$ cat src/rtl/sat_counter.sv
// Saturating event counter with synchronous clear.
// A clear and an increment in the same cycle yield a count of one.
module sat_counter #(
   parameter int unsigned W = 8
) (
   input  logic         clk,
   input  logic         rst,
   input  logic         clr,
   input  logic         inc,
   output logic [W-1:0] q
);

   logic [W-1:0] r_q;
   logic [W-1:0] w_base;

   assign w_base = clr ? '0 : r_q;
   assign q      = r_q;

   // clear first, then count the event unless already at all-ones
   always_ff @(posedge clk or negedge rst) begin
      if (!rst) begin
         r_q <= '0;
      end else if (inc && (w_base != '1)) begin
         r_q <= w_base + W'(1);
      end else begin
         r_q <= w_base;
      end
   end

endmodule

$ cat config.mk
export PLATFORM = sky130hd
export DESIGN_NAME = sat_counter
export DESIGN_NICKNAME = d
export VERILOG_FILES = /design/src/rtl/sat_counter.sv
export SDC_FILE = /design/constraint.sdc
export NUM_CORES = 1
export LEC_CHECK = 0
export ABC_AREA = 1
export CAP_MARGIN = 20
export CORE_AREA = 2 2 39 41
export CTS_BUF_LIST = sky130_fd_sc_hd__clkbuf_4
export DETAILED_ROUTE_END_ITERATION = 8
export DIE_AREA = 0 0 41 43
export PLACE_DENSITY = 0.76
export SLEW_MARGIN = 30
export SYNTH_ARGS = -nofsm -noshare
export SYNTH_HDL_FRONTEND = slang
export SYNTH_SLANG_ARGS = --single-unit
$ cat constraint.sdc
create_clock -name clk -period 2.4 [get_ports clk]
set_input_delay 0.6 -clock clk [delete_from_list [all_inputs] [get_ports clk]]
set_output_delay 0.6 -clock clk [all_outputs]
set_load 0.005 [all_outputs]
# Word-level counts from Yosys, hierarchy flattened
# Cells that the tools add are included.
[totals]
out_inout_bits = 8
register_bits = 8
[classes]
eq_ne = 1
mux = 2
n_addsub = 1
reduce_logical = 1
[ops]
columns = ["cell", "count"]
rows = [
  ["two-way mux 8 bit", 2],
  ["adder 8 x 1 -> 8 bit, second input constant", 1],
  ["inequality test 8 bit, second input constant", 1],
  ["logical AND 1 bit", 1],
]

# Longest topological paths before layout
[depth]
word_depth = 4
depth_mapped = 8
mapped_depth_nobuf = 8

# Least setup slack after synthesis
# OpenSTA, ideal clock, no wires.
[synth_timing]
path_type = "input -> register"
start = "in clr"
end = "reg r_q[0] (netlist: q[0])"
path_buffers = 0
required_ns = 2.335
arrival_ns = 1.196
path_slack_ns = 1.139
stages = 7
path_cell_list = "nor2_2 nand2_2 nor2_4 nand2_2 nand2_2 nand2_1 nand2_1"
[synth_between]
elab_chain_len = 4
[synth_rtl]
columns = ["element", "line_no", "source"]
rows = [
  ["from (decl)", "8", "input logic clr,"],
  ["two-way mux 8 bit (*)", "16", "assign w_base = clr ? '0 : r_q;"],
  ["parallel branches: the longest is 2 deep, another holds adder 8 x 1 -> 8 bit", "--", ""],
  ["two-way mux 8 bit (*)", "23", "end else if (inc && (w_base != '1)) begin"],
  ["to (signal assigned)", "24", "r_q <= w_base + W'(1);"],
  ["to (signal assigned)", "26", "r_q <= w_base;"],
  ["to (decl)", "13", "logic [W-1:0] r_q;"],
]
# Mark *: on every way between the ends.

# Worst setup path after layout
[layout_timing]
start = "reg r_q[1] (netlist: q[1])"
end = "out q[1]"
[layout_rtl]
columns = ["element", "line_no", "source"]
rows = [
  ["to (decl)", "10", "output logic [W-1:0] q"],
]
# No word-level cell between the ends.

==> flow_metrics.py <==
metrics = {
    "timing": {
        "min_period_over_period_pct": 77.3,
        "max_slew_violation_total_from_the_final_report": 0,
        "total_count_of_hold_check_failures_in_the_final_report": 0,
        "timing.final.crit_period_ns": 1.85,
        "rsz0062_at_grt": "no",
        "worstMarginPinSlew_ns": 0.392,
        "finalSetupViolCount": 0,
        "fin_skew_ns": 0.00468,
        "max-slew-margin-rel_pct": 73.8,
        "max_clock_freq_mhz": 539,
        "setup-tns-final_ns": 0,
    },
    "finish": {
        "fillers": 152,
        "fin_nets": 96,
        "instances_no_fill": 106,
        "flip_flop_count_of_the_largest_register_after_layout": 8,
        "layout.cells.most_common": "nand2_1",
        "n_antenna_cell": 0,
        "layout.core_utilization_pct": 49.3,
        "areaGrowthSynthToFinish_pct": 28.8,
        "drive_above_1_share_pct": 14.4,
        "register_area_sq_um": 200,
        "layout_common_cells": "27 x nand2_1, 11 x inv_1, 11 x clkdlybuf4s50_1",
        "footprint_of_the_multi_input_gates_sq_um": 282,
    },
    "drt": {
        "routed_wirelength_um": 1290,
        "first_iter_violations": 12,
        "detailroute.via_count": 541,
        "via_per_inst": 5.10,
        "remaining_drc_errors": 0,
        "firstDrtPassIters": 4,
        "drtAntennaViolNets": 0,
        "avgRoutedWirePerCell_um": 12.2,
    },
    "grt": {
        "overflow": 0,
        "grt_first_pass_wirelength_um": 1990,
        "vias_in_the_first_global_route": 495,
        "grt_start_max_net_pins": 9,
        "global_route_total_usage_across_every_layer_pct": 17.7,
        "grt_antenna_before_repair": 0,
    },
    "die": {
        "boundaryPins": 12,
        "starting_utilization_of_the_core_area_pct": 38.2,
        "core-area_sq_um": 1380,
        "core.rowCount": 14,
        "fp.dieH_um": 43,
        "dieWidth_um": 41,
        "die_area_sq_um": 1760,
    },
    "critical_path": {
        "critical-path-slowest-cell": "clkdlybuf4s50_1",
        "timing.critical_path.from_type": "flop",
        "required_ns": 1.80,
        "critPathMaxFanout": 4,
        "worst-endpoint-arrival_ns": 1.25,
        "timing.critical_path.max_delay_family": "buffers and inverters",
        "critical_path_class": "flop to primary output",
        "cp-end-kind": "primary output",
        "path_cells": "clkdlybuf4s50_1",
        "critPathMaxStageDelay_ns": 0.54,
        "worstPathBufferInverterCount": 1,
    },
    "clocking": {
        "cts-resized-gates": 0,
        "cts_inserted_buffers": 3,
        "clkSlewWorstSetupHoldPaths_ns": 0.06,
        "cts_setup_buffers": 0,
        "cts_num_sinks": 8,
        "cts-htree-levels": 1,
        "clock-root-buffer": "clkbuf_4",
        "cts_hold_buffers": 0,
        "max-clock-path-buffers": 2,
        "tritoncts_clock_tree": "done",
        "clk_latency_ns": 0.26,
    },
    "synthesis": {
        "yosysWarnings": 0,
        "number_of_different_library_cells_in_the_post_synthesis_netlist": 17,
        "ys_ff_latch": 8,
        "yosysSeqAreaShare_pct": 37.8,
        "post_syn_instances": 76,
        "mappedNetlistArea_sq_um": 529,
        "mappedNetlistNets": 80,
        "synth.avg_cell_area_sq_um": 6.96,
    },
    "placement": {
        "place.gp.congestion": 0.830,
        "placed_cells": 103,
        "portBuffers": 11,
        "hpwlAfterDp_um": 993,
    },
    "status": {
        "run_status": "finished clean",
    },
    "flow_run": {
        "cap_viol_max_count": 0,
    },
    "power": {
        "leakage_nw": 0.325,
        "vdd.ir_drop.worst_mv": 0.210,
        "power_density_nw_per_um2": 428,
    },
    "min_path": {
        "hp-class": "flop to flop",
    },
}
cell type report:
class / instances / share of cell area, %
clock buffer: 3 / 3.30
inverter: 12 / 6.97
multi-input combinational: 56 / 41.3
sequential: 8 / 29.4
tap: 16 / 2.94
timing repair buffer: 11 / 16.1
through the flow:
| stage | area, sq um | total power [W] | hold WS (ns) | setup WS, ns |
|---|---|---|---|---|
| 4_1_cts | 682 | 0.000292 | 0.581 | 0.530 |
| 3_3_place_gp | 659 | 0.000185 | 0.577 | 0.379 |
| 6_report | 682 | 0.000292 | 0.583 | 0.546 |
| 2_1_floorplan | 529 | 0.000163 | 0.304 | 1.14 |
| 5_1_grt | 682 | 0.000303 | 0.640 | 0.464 |
| 3_5_place_dp | 659 | 0.000186 | 0.572 | 0.310 |
worst min-delay path: stages (launching register included):
cell     delay [ns]
dfrtp_1        0.39
inv_1          0.07
o21ai_0        0.07
kinds of logic (layout without fill, tap and decap cells):
group	after synthesis	count (layout)	synth area share, %
buf+inv	12	26	8.98
xor+xnor	2	2	3.31
simple gates	50	50	45.4
flops	8	8	37.8
compound gates	4	4	4.49
power breakdown:
part / switching, W / leakage, nW / internal, W
clock: 0.0000508 / 0.0138 / 0.0000576
combinational: 0.0000216 / 0.202 / 0.0000167
sequential: 0.00000627 / 0.109 / 0.000139
path summary, 6_finish.rpt:
kind	start	to	slack (ns)	cells past startpoint
min in group asynchronous	rst	q[3]	0.63	1
max in group asynchronous	rst	q[5]	1.49	1
worst max register to register	q[3]	q[4]	1.16	8
worst min-delay path	q[7]	q[7]	0.58	2
worst max-delay path	q[1]	q[1]	0.55	1
worst min register to register	q[7]	q[7]	0.58	2
synth_stat cells:
cell / count / area (sq um)
a21oi_1: 1 / 5.00
a21oi_2: 1 / 8.76
dfrtp_1: 8 / 200
inv_1: 11 / 41.3
inv_4: 1 / 6.26
nand2_1: 27 / 101
nand2_2: 3 / 18.8
nand3_1: 8 / 40.0
nand3_4: 1 / 17.5
nand4_1: 1 / 6.26
nor2_1: 6 / 22.5
nor2_2: 2 / 12.5
nor2_4: 1 / 11.3
nor3_2: 1 / 10.0
o21ai_0: 2 / 10.0
xnor2_1: 1 / 8.76
xor2_1: 1 / 8.76
metal layers:
layer  part of all wire (%)  up-vias  GRT usage, %
li1                       -      264             -
met1                     40      252          19.0
met2                     50       18          28.1
met3                    5.4        7          3.14
met4                    4.6        0          14.0
met5                      0        -             0
No activity file was read; power rests on OpenSTA's default activity.
